`src/rtl/if_fetch.sv`:
```
// if_fetch: instruction fetch stage with in-order pipelined imem requests and a small
// instruction buffer. Define FETCH_ALIGN_CHECK_EN to turn misaligned PCs into id_exc entries.
module if_fetch #(
  parameter int                    ADDR_WIDTH = 32,
  parameter int                    INST_WIDTH = 32,
  parameter logic [ADDR_WIDTH-1:0] RESET_PC   = '0,
  parameter int                    DEPTH      = 2
) (
  input  logic                  clk,
  input  logic                  rst,
  output logic                  imem_req,
  output logic [ADDR_WIDTH-1:0] imem_addr,
  input  logic                  imem_gnt,
  input  logic                  imem_rvalid,
  input  logic [INST_WIDTH-1:0] imem_rdata,
  input  logic                  redirect_en,
  input  logic [ADDR_WIDTH-1:0] redirect_addr,
  input  logic                  id_ready,
  output logic                  id_valid,
  output logic [ADDR_WIDTH-1:0] id_addr,
  output logic [INST_WIDTH-1:0] id_inst
`ifdef FETCH_ALIGN_CHECK_EN
  ,
  output logic                  id_exc
`endif
);

  localparam int PW = (DEPTH > 1) ? $clog2(DEPTH) : 1;
  localparam int CW = $clog2(DEPTH + 1);

  typedef enum logic [1:0] {BOOT, RUN, DRAIN} state_t;

  state_t                state_q;
  logic [ADDR_WIDTH-1:0] pc_q;
  logic [CW-1:0]         outst_q, outst_nxt, discard_q, buf_cnt;
  logic [PW-1:0]         aq_rd, aq_wr, buf_rd, buf_wr;
  logic [ADDR_WIDTH-1:0] aq_addr  [DEPTH];
  logic [ADDR_WIDTH-1:0] buf_addr [DEPTH];
  logic [INST_WIDTH-1:0] buf_inst [DEPTH];
  logic                  credit_ok, fetch_ok, issue, resp, keep, pop, push, exc_push;
  logic [ADDR_WIDTH-1:0] push_addr;
  logic [INST_WIDTH-1:0] push_inst;

  function automatic logic [PW-1:0] ptr_inc(input logic [PW-1:0] p);
    return (p == PW'(DEPTH - 1)) ? '0 : p + 1'b1;
  endfunction

  // Handshakes: a request transfers when imem_req && imem_gnt; a response is taken whenever
  // imem_rvalid is high with a fetch outstanding; an entry leaves when id_valid && id_ready.
  assign credit_ok = (int'(outst_q) + int'(buf_cnt)) < DEPTH;
  assign imem_req  = (state_q == RUN) && !redirect_en && credit_ok && fetch_ok;
  assign issue     = imem_req && imem_gnt;
  assign resp      = imem_rvalid && (outst_q != '0);
  assign keep      = resp && (discard_q == '0) && !redirect_en;
  assign pop       = id_valid && id_ready && !redirect_en;
  assign push      = keep || exc_push;
  assign outst_nxt = outst_q + CW'(issue) - CW'(resp);
  assign push_addr = keep ? aq_addr[aq_rd] : pc_q;
  assign push_inst = keep ? imem_rdata : '0;

  assign id_valid  = (buf_cnt != '0);
  assign id_addr   = id_valid ? buf_addr[buf_rd] : '0;
  assign id_inst   = id_valid ? buf_inst[buf_rd] : '0;

`ifdef FETCH_ALIGN_CHECK_EN
  logic halt_q;
  logic buf_exc [DEPTH];

  // A misaligned PC waits for the pipe to empty, then posts a single exception entry.
  assign fetch_ok  = (pc_q[1:0] == 2'b00);
  assign exc_push  = (state_q == RUN) && !redirect_en && !fetch_ok && !halt_q &&
                     (outst_q == '0) && (int'(buf_cnt) < DEPTH);
  assign imem_addr = pc_q;
  assign id_exc    = id_valid ? buf_exc[buf_rd] : 1'b0;

  always_ff @(posedge clk) begin
    if (push) buf_exc[buf_wr] <= exc_push;
  end
`else
  assign fetch_ok  = 1'b1;
  assign exc_push  = 1'b0;
  assign imem_addr = {pc_q[ADDR_WIDTH-1:2], 2'b00};
`endif

  always_ff @(posedge clk or posedge rst) begin
    if (rst) begin
      state_q   <= BOOT;
      pc_q      <= RESET_PC;
      outst_q   <= '0;
      discard_q <= '0;
      aq_rd     <= '0;
      aq_wr     <= '0;
      buf_rd    <= '0;
      buf_wr    <= '0;
      buf_cnt   <= '0;
`ifdef FETCH_ALIGN_CHECK_EN
      halt_q    <= 1'b0;
`endif
    end else begin
      outst_q <= outst_nxt;
      if (issue) aq_wr <= ptr_inc(aq_wr);
      if (resp)  aq_rd <= ptr_inc(aq_rd);
      if (redirect_en) begin
        // Every fetch still in flight after this edge belongs to the old path.
        pc_q      <= redirect_addr;
        discard_q <= outst_nxt;
        state_q   <= (outst_nxt != '0) ? DRAIN : RUN;
        buf_rd    <= '0;
        buf_wr    <= '0;
        buf_cnt   <= '0;
`ifdef FETCH_ALIGN_CHECK_EN
        halt_q    <= 1'b0;
`endif
      end else begin
        if (issue) pc_q <= pc_q + ADDR_WIDTH'(4);
        if (resp && (discard_q != '0)) discard_q <= discard_q - 1'b1;
        case (state_q)
          BOOT:    state_q <= RUN;
          DRAIN:   if (resp && (discard_q == CW'(1))) state_q <= RUN;
          default: ;
        endcase
        if (push) buf_wr <= ptr_inc(buf_wr);
        if (pop)  buf_rd <= ptr_inc(buf_rd);
        buf_cnt <= buf_cnt + CW'(push) - CW'(pop);
`ifdef FETCH_ALIGN_CHECK_EN
        if (exc_push) halt_q <= 1'b1;
`endif
      end
    end
  end

  always_ff @(posedge clk) begin
    if (issue) aq_addr[aq_wr] <= pc_q;
    if (push) begin
      buf_addr[buf_wr] <= push_addr;
      buf_inst[buf_wr] <= push_inst;
    end
  end

endmodule

```
`config.mk`:
```
export PLATFORM = sky130hd
export DESIGN_NAME = if_fetch
export DESIGN_NICKNAME = d
export VERILOG_FILES = /design/src/rtl/if_fetch.sv
export SDC_FILE = /design/constraint.sdc
export NUM_CORES = 1
export LEC_CHECK = 0
export CORE_ASPECT_RATIO = 1.75
export CORE_MARGIN = 2
export CORE_UTILIZATION = 35
export DETAILED_ROUTE_END_ITERATION = 16
export GPL_TIMING_DRIVEN = 0
export PLACE_DENSITY_LB_ADDON = 0.2
export SLEW_MARGIN = 0
export SYNTH_ARGS = -nofsm -noshare
export SYNTH_HDL_FRONTEND = slang
export SYNTH_SLANG_ARGS = --single-unit
```
`constraint.sdc`:
```
create_clock -name clk -period 6.3 [get_ports clk]
set_input_delay 1.89 -clock clk [delete_from_list [all_inputs] [get_ports clk]]
set_output_delay 1.89 -clock clk [all_outputs]
set_load 0.01 [all_outputs]
```
==> summary.md, run 1 <==
| Metric | Value |
|---|---|
| Power per standard cell area | `roughly 330 nW/µm²` |
| Cells after Synth | `~800` |
| Ports | `168` |
| Worst slew margin | `a little over two fifths` |
| CP Class | `primary input to primary output` |
| CTS tree | `done` |
| Max Cap Viol | `0` |
| Area of the mapped netlist | `10400 µm²` |
| FMAX | `just over 200 MHz` |
| Top cell type's share of synthesized area | `55.2%` |
| Area occupied by multi-input gates | `3110 µm²` |
| Drt drc | `0` |
| Met2 Usage GRT | `between 30% and 40%` |
| Drt first pass iters | `5` |
| Core ar. | `approximately 29000 µm²` |
| Total power | `4.46 mW` |
| Commonest non-fill, non-tap cell in the layout | `edfxtp_1` |
| Logic pwr share | `27.0%` |
| Async SR Flop Fraction | `between 10% and 20%` |
| Clock Root Buffer | `clkbuf_16` |
| Die area | `31300 µm²` |
| Most used routing layer | `met2` |
| Worst-Skew Late Latency | `approximately 0.51 ns` |
| Yosys reg bits | `~240` |
| Number of synthesized flops with an enable pin | `between 150 and 200` |
| Crit end category | `primary output` |
| R2r setup slk | `2.68 ns` |
| Clock share of power | `28.3%` |
| Leak | `approximately 4.7 nW` |
| Post-Place Cells | `1356` |
| P_sw | `1.31 mW` |
| # clock sinks | `~240` |
| Antenna Nets Post-Route | `0` |
| CTS Buf Count | `22` |
| GR Util met3 | `between 2 and 2.5%` |
| Initial antenna violation count | `0` |
| Period minus WS final | `approximately 5.0 ns` |
| H-tree levels | `1` |
| Top cells by area, synth | `edfxtp_1 55%, dfrtp_1 11%, mux2i_1 9.3%` |
| Post-DR wirelength/cell | `18.5 µm` |
| Global route overflow | `0` |
| Worst reg2reg path depth | `14` |
| Via count | `6806` |
| Hold Path Origin | `pc_q[12]` |
| Hpwl dp | `around 18000 µm` |
| Clock Path Buffers | `3` |
| Post-synth top flop | `edfxtp_1` |
| Grt met1 use | `between 10% and 20%` |
| Post-synthesis area per instance | `13.0 µm²` |
| Peak supply drop | `about 170 µV` |
| Sequential area share after synthesis | `between 60% and 70%` |
| Vias/cell | `4.87` |
| RR Endpoint | `state_q[0]` |
| Worst Path Required | `4.41 ns` |
| CTS resizes | `0` |
| Vias in the first global route | `7055` |
| Setup Buffers After CTS | `0` |
| I/O Buffers | `164` |
| Pre-CTS setup slack | `0.964 ns` |
| Max-slew violation count | `0` |
| Setup TNS | `0 ns` |
| Final worst slack | `1.35 ns` |
| Fraction of power consumed by sequential logic | `44.8%` |
| Status | `completed` |
| Netlist cell types | `50` |
| WP data arrival | `3.06 ns` |
| Nets | `1076` |
| Rows | `83` |
| Fillers | `between 2000 and 3000` |
| Ys Warns | `0` |
| GPL Wtd Cong | `0.794` |
| Setup violations, final | `0` |
| P_int | `3.15 mW` |
| Final hold slack | `slightly below 0.5 ns` |
| Final Hold Viols | `0` |
| Drt total wl | `between 20000 and 30000 µm` |
| Die width | `135 µm` |
| Final instance area | `13500 µm²` |
| Post-DP Area | `12800 µm²` |
| Layout cells sized above 1 | `10.2%` |
| Reg-to-reg startpoint | `outst_q[0]` |
| Finished Layout Cells | `1397` |
| Largest net degree at the start of global routing | `47` |
| Area grow syn2layout | `28.9%` |
| Hold-critical path endpoint | `aq_addr[0][12]` |
| Post-synth top area cell | `edfxtp_1` |
| Worst Hold Path Cells | `0` |
| Initial core utilization | `35.5%` |
| Hold WC Path Type | `flip-flop to flip-flop` |
| CP Max Fanout | `9` |
| Clock slew at the register clock pins of the worst setup and hold paths | `0.06 ns` |
| Critical Path Start Type | `primary input` |
| Final period util | `78.6%` |
| Tot GR Track Use | `around 17%` |
| First-pass GRT wire length | `39600 µm` |
| Register Area | `6870 µm²` |
| Initial drt markers | `413` |
| RSZ-0062 raised after global routing | `no` |
| Final core utilization | `45.8%` |
| Clock skew | `0.0181 ns` |
| Net Sw Frac | `29.3%` |
| Die Y | `about 230 µm` |
| Slew @ Worst Pin | `about 0.87 ns` |
| Hold buffers post-CTS | `0` |
| Most frequent cells in the layout | `192 x edfxtp_1, 164 x clkdlybuf4s50_1, 115 x nor2_1` |
critical path, stage by stage:
cell	delay, ns
buf_6	0.13
nor4_4	0.31
and2_1	0.19
clkdlybuf4s50_1	0.54
cell families after synthesis:
kind of cell,share of synthesized area [%]
DFF,65.8
xor gates and xnor gates,1.34
adders and majority gates,1.03
buffers and inverters,4.76
muxes,9.73
AOI/OAI and AO/OA,5.48
other,0.0359
and+or+nand+nor,11.9
per-layer routing:
metal	up-vias	share of wire, %
met1	3287	36
met2	201	56
li1	3274	-
met4	0	2.9
met3	44	4.8
met5	-	0
layout make-up:
| cell class | count | area share, % |
|---|---|---|
| antenna | 1 | 0.0186 |
| timing repair buffer | 172 | 13.5 |
| clock inverter | 9 | 0.372 |
| multi-input combinational | 475 | 23.1 |
| sequential | 236 | 51.0 |
| clock buffer | 31 | 4.72 |
| inverter | 11 | 0.307 |
| buffer | 80 | 3.38 |
| tap | 382 | 3.55 |
power by group through the flow:
stage	clock [mW]	sequential, mW	combinational, mW
2_1_floorplan	0	1.99	0.714
3_3_place_gp	0	2.03	1.18
3_5_place_dp	0	2.03	1.23
4_1_cts	1.29	2.00	1.23
5_1_grt	1.35	2.01	1.32
6_report	1.26	1.99	1.20
worst max path at each step:
stage	startpoint	to
finish	redirect_en	imem_req
global route	buf_rd	id_addr[21]
CTS	buf_rd	id_addr[21]
detailed placement	imem_rvalid	buf_addr[1][14]
global placement	redirect_en	buf_inst[0][8]
floorplan	redirect_en	buf_addr[0][0]
synth_stat cells, drive strengths merged, types with 7 or more instances:
master and instances:
and2 39, inv 11, dfrtp 44, nand2 41, edfxtp 192, nand3 14
and4 8, buf 53, nand4 10, nor3 8, xnor2 9, xor2 7
and3 8, a21oi 37, clkbuf 27, mux2i 97, nor2 116, o21ai 27
ha 7
flip-flops by register name (all words and copies together), names as in the netlist:
register,flops
aq_wr,1
pc_q,32
buf_rd,1
discard_q,2
buf_addr,64
aq_addr,64
aq_rd,1
state_q,2
buf_inst,64
outst_q,2
buf_wr,1
buf_cnt,2
No activity file was read; power rests on OpenSTA's default activity.
==> run 2: changes to the inputs <==
==> constraint.sdc (replaced) <==
create_clock -name clk -period 5.17 [get_ports clk]
set_input_delay 1.551 -clock clk [delete_from_list [all_inputs] [get_ports clk]]
set_output_delay 1.551 -clock clk [all_outputs]
set_load 0.01 [all_outputs]
==> results of run 2 <==
The final DEF is identical to that of run 1. Status: completed.
Among the figures that moved: setup slack after placement 0.964 ns -> 0.173 ns; setup slack after layout 1.35 ns -> 0.598 ns; start point of the critical path redirect_en -> buf_cnt[1]; end point of the critical path imem_req -> id_inst[2]; register-to-register setup slack 2.68 ns -> 1.55 ns; total power 4.46 mW -> 5.43 mW; worst IR drop on VDD 171 µV -> 209 µV
==> run 3: changes to the inputs <==
--- a/config.mk
+++ b/config.mk
@@ -9,8 +9,10 @@
 export CORE_MARGIN = 2
 export CORE_UTILIZATION = 35
 export DETAILED_ROUTE_END_ITERATION = 16
+export DONT_BUFFER_PORTS = 1
 export GPL_TIMING_DRIVEN = 0
 export PLACE_DENSITY_LB_ADDON = 0.2
+export SETUP_SLACK_MARGIN = 0.4
 export SLEW_MARGIN = 0
 export SYNTH_ARGS = -nofsm -noshare
 export SYNTH_HDL_FRONTEND = slang
==> constraint.sdc (replaced) <==
create_clock -name clk -period 5.8 [get_ports clk]
set_input_delay 1.74 -clock clk [delete_from_list [all_inputs] [get_ports clk]]
set_output_delay 1.74 -clock clk [all_outputs]
set_load 0.01 [all_outputs]
==> run 3 against run 2 <==
Net effect:
- sequential share of layout area is 6.3 points higher
- clock skew decreased by 0.0071 ns
- via count decreased by 8.2%
- final area shrank 11%
==> summary.md, run 3 (synthesis gave the netlist of run 1 again) <==
| Metric | Value |
|---|---|
| Status | `completed` |
| Clock Root Buffer | `clkbuf_16` |
| Tot GR Track Use | `16.3% (-0.35 points)` |
| Nets | `913 (-15%)` |
| Worst slew margin | `39.8% (-2.1 points)` |
| Die Y | `233 µm (unchanged)` |
| Hpwl dp | `18300 µm (-0.35%)` |
| Final period util | `75.5%` |
| CP Class | `flip-flop to primary output` |
| Initial drt markers | `352 (-15%)` |
| CTS resizes | `0 (unchanged)` |
| Crit end category | `primary output` |
| CTS Buf Count | `23 (+4.5%)` |
| Drt first pass iters | `5 (unchanged)` |
| Rows | `83 (unchanged)` |
| Drt drc | `0 (unchanged)` |
| Die area | `31300 µm² (unchanged)` |
| Worst Path Required | `between 4 and 5 ns` |
| Slew @ Worst Pin | `0.899 ns (+0.0288 ns)` |
| Via count | `6246 (-8.2%)` |
| # clock sinks | `236 (unchanged)` |
| Global route overflow | `0 (unchanged)` |
| RSZ-0062 raised after global routing | `no` |
| Critical Path Start Type | `flip-flop` |
| GPL Wtd Cong | `0.793 (-0.20%)` |
| Period minus WS final | `around 4.4 ns` |
| Final hold slack | `0.501 ns (+0.00625 ns)` |
| Clock Path Buffers | `3 (unchanged)` |
| Hold WC Path Type | `flip-flop to flip-flop` |
| Ports | `168 (unchanged)` |
| FMAX | `228 MHz` |
| CP Max Fanout | `10` |
| H-tree levels | `1 (unchanged)` |
| WP data arrival | `about 2.6 ns` |
| Antenna Nets Post-Route | `0 (unchanged)` |
| Power per standard cell area | `approximately 410 nW/µm²` |
| Max Cap Viol | `0 (unchanged)` |
| Drt total wl | `25300 µm (-1.8%)` |
| Setup Buffers After CTS | `0 (unchanged)` |
| CTS tree | `done` |
| Post-DR wirelength/cell | `20.5 µm (+11%)` |
| Area grow syn2layout | `14.7%` |
| Layout cells sized above 1 | `13.0% (+2.9 points)` |
| Clock skew | `0.0110 ns (-0.00710 ns)` |
| Largest net degree at the start of global routing | `59 (+26%)` |
| Leak | `4.18 nW (-11%)` |
| Final worst slack | `~1.4 ns` |
| Hold buffers post-CTS | `0 (unchanged)` |
| Peak supply drop | `between 200 and 300 µV` |
| Top flop regs | `aq_addr: 64 flops, buf_addr: 64 flops, buf_inst: 64 flops` |
| Vias/cell | `5.06 (+3.8%)` |
| I/O Buffers | `0 (-100%)` |
| Final Hold Viols | `0 (unchanged)` |
| Pre-CTS setup slack | `about 1.3 ns` |
| Max-slew violation count | `0 (unchanged)` |
| Commonest non-fill, non-tap cell in the layout | `edfxtp_1` |
| Core ar. | `29400 µm² (unchanged)` |
| Setup violations, final | `0 (unchanged)` |
| Die width | `135 µm (unchanged)` |
| Total power | `4.86 mW` |
| Most frequent cells in the layout | `192 x edfxtp_1, 115 x nor2_1, 97 x mux2i_1` |
| Worst-Skew Late Latency | `0.53 ns (+0.02 ns)` |
| Clock slew at the register clock pins of the worst setup and hold paths | `0.06 ns (about the same)` |
| Initial core utilization | `35.5% (unchanged)` |
| Vias in the first global route | `6339 (-10%)` |
| First-pass GRT wire length | `38000 µm (-4.0%)` |
| Initial antenna violation count | `2 (+2)` |
## run 3: path summary, 6_finish.rpt
kind                       cells after the start             to  slack [ns]        from
max                                            4    id_addr[12]        1.42      buf_rd
min                                            0  aq_addr[0][1]        0.50     pc_q[1]
max reg2reg                                   14     state_q[0]        2.29  outst_q[0]
min reg2reg                                    0  aq_addr[0][1]        0.50     pc_q[1]
max in group asynchronous                      2         buf_rd        4.23         rst
min in group asynchronous                      1       pc_q[12]        1.06         rst
## run 3: layout make-up
cell class                      instances  area, µm²
Clock buffer                           26        597
Sequential cell                       236       6870
Multi-Input combinational cell        475       3110
Inverter                               11       41.3
Timing Repair Buffer                    8        185
Antenna cell                            1       2.50
Clock inverter                         16        245
Fill cell                            2795      17400
Buffer                                 80        455
Tap cell                              382        478
## run 3: stage by stage
stage / std cells / util [%] / area, µm² / TNS (ns)
2_1_floorplan: 802 / - / 10500 / 0
3_3_place_gp: 1184 / 37.2 / 10900 / -164.08
3_5_place_dp: 1192 / 37.9 / 11100 / 0
4_1_cts: 1234 / 40.7 / 12000 / 0
5_1_grt: 1235 / 40.8 / 12000 / 0
6_report: 1235 / 40.8 / 12000 / 0
## run 3: routing by layer
metal	vias to the layer above	global-route usage, %	wire, µm
met5	-	0	16
met1	3075	16.9	8680
li1	2951	-	-
met4	2	6.28	798
met2	174	31.6	14300
met3	44	3.44	1480
## run 3: worst max-delay path, stage by stage (launching register included)
cell      delay, ns
dfrtp_1        0.34
clkbuf_1       0.59
buf_1          0.67
mux2i_1        0.25
nor2_1         0.25
## run 3: report_power, final
group / internal (mW) / switching [mW] / total (mW)
sequential: 2.05 / 0.120 / 2.17
clock: 1.01 / 0.635 / 1.65
combinational: 0.388 / 0.658 / 1.05
==> patch (config.mk and constraints of run 1) <==
The parameter `DEPTH` goes from 2 to 1.
--- a/src/rtl/if_fetch.sv
+++ b/src/rtl/if_fetch.sv
@@ -5,5 +5,5 @@
   parameter int                    INST_WIDTH = 32,
   parameter logic [ADDR_WIDTH-1:0] RESET_PC   = '0,
-  parameter int                    DEPTH      = 2
+  parameter int                    DEPTH      = 1
 ) (
   input  logic                  clk,
Check against the original RTL: not equivalent (a bounded check fails within 4 cycles, from zero or initial values and one cycle with rst high).
==> patch against run 1 <==
Power shrank 48%; synthesized area shrank 45%; largest cell class unchanged; cell area shrank 38%; setup slack lost 0.29 ns; wire length shrank 47%; sequential cell count shrank 103; die area shrank 45%; combinational power shrank 78%; synthesized cell count shrank 45%.
==> patch: results (changes against run 1) <==
[placed_design]
io_buffers=165  ; +0.61%
dp_hpwl_mm=10.14  ; -45%
pre_cts_ws_ns=1.056  ; +0.09168 ns
dp.cells=799  ; -41%
gp_congestion=0.7515  ; -5.4%

[detailed_routing]
drt_iter0_drc=190  ; -54%
vias_per_cell=4.874  ; about the same
vias=4050  ; -40%

[worst_setup_path]
arrival_ns=3.36  ; +0.30 ns

[logic_synthesis]
synth-xor-area-share_pct=0.1538  ; -1.2 points
synth.yosys.seq_area_share_pct=66.90  ; +1.1 points
synthTopCellsByCount=edfxtp_1 (96), and2_1 (67), nand2_1 (42)
synthTopCellsByArea=edfxtp_1 (51%), dfrtp_1 (16%), and2_1 (7.4%)
synth.distinct_cells=47  ; -6.0%
synth-edff-count=96  ; -50%
ys_async_sr_fraction_pct=27.82  ; +9.2 points

[clock_tree]
htree_levels=4  ; +3
clockBufferDepth=2  ; -1
numCtsBuffers=17  ; -23%

[finish]
nFillCells=1406  ; -48%
drive_gt1_share_pct=12.93  ; +2.8 points

[status]
status=finished clean

[sta]
skew_ns=0.01434  ; -0.003796 ns

[global_routing]
grt_pass1_vias=4185  ; -41%
grtUsageTotal_pct=16.51  ; -0.17 points

==> patch: worst register-to-register path, delay by kind of cell, from the launching register on <==
kind            cells  cell delay, ns
compound gates      1            0.10
simple gates        4            1.04
flops               1            0.42
buf+inv             2            0.96
==> patch: kinds of logic (layout without fill, tap and decap cells) <==
| group | Yosys count | count (layout) |
|---|---|---|
| simple gates | 177 | 177 |
| mux | 5 | 5 |
| flops | 133 | 133 |
| buf+inv | 61 | 261 |
| other cells | 1 | 2 |
| compound gates | 62 | 62 |
| fa+ha+maj | 1 | 1 |
| xor+xnor | 1 | 1 |
==> patch: power by group through the flow <==
stage	sequential (µW)	clock [µW]	combinational, µW
after CTS	1040	1020	268
after global routing	1050	1060	287
after detailed placement	1060	0	267
final	1040	1000	264
after floorplan	1040	0	129
after global placement	1060	0	257
==> patch: final timing paths <==
kind,start,endpoint,slack [ns],cells past startpoint
max,redirect_en,imem_req,1.05,4
min,aq_addr[0][30],buf_addr[0][30],0.41,0
max reg2reg,outst_q,pc_q[20],3.64,7
min reg2reg,aq_addr[0][30],buf_addr[0][30],0.41,0
max in group asynchronous,rst,pc_q[19],3.82,2
min in group asynchronous,rst,pc_q[13],1.96,2
==> patch: cell type report <==
type | instances | share of cell area [%]
inverters | 11 | 0.4985
clock buffers | 18 | 5.181
repair buffers | 168 | 20.94
plain buffers | 50 | 3.792
clock inverters | 14 | 2.115
multi-input cells | 248 | 18.64
well taps | 189 | 2.855
flip-flops and latches | 133 | 45.98
==> patch: per-layer routing <==
metal	vias to the layer above	track usage [%]	routed length, µm
li1	1945	-	-
met1	1945	17.32	4854
met2	144	30.34	7758
met3	16	4.406	853
met4	0	6.792	258
met5	-	0	0
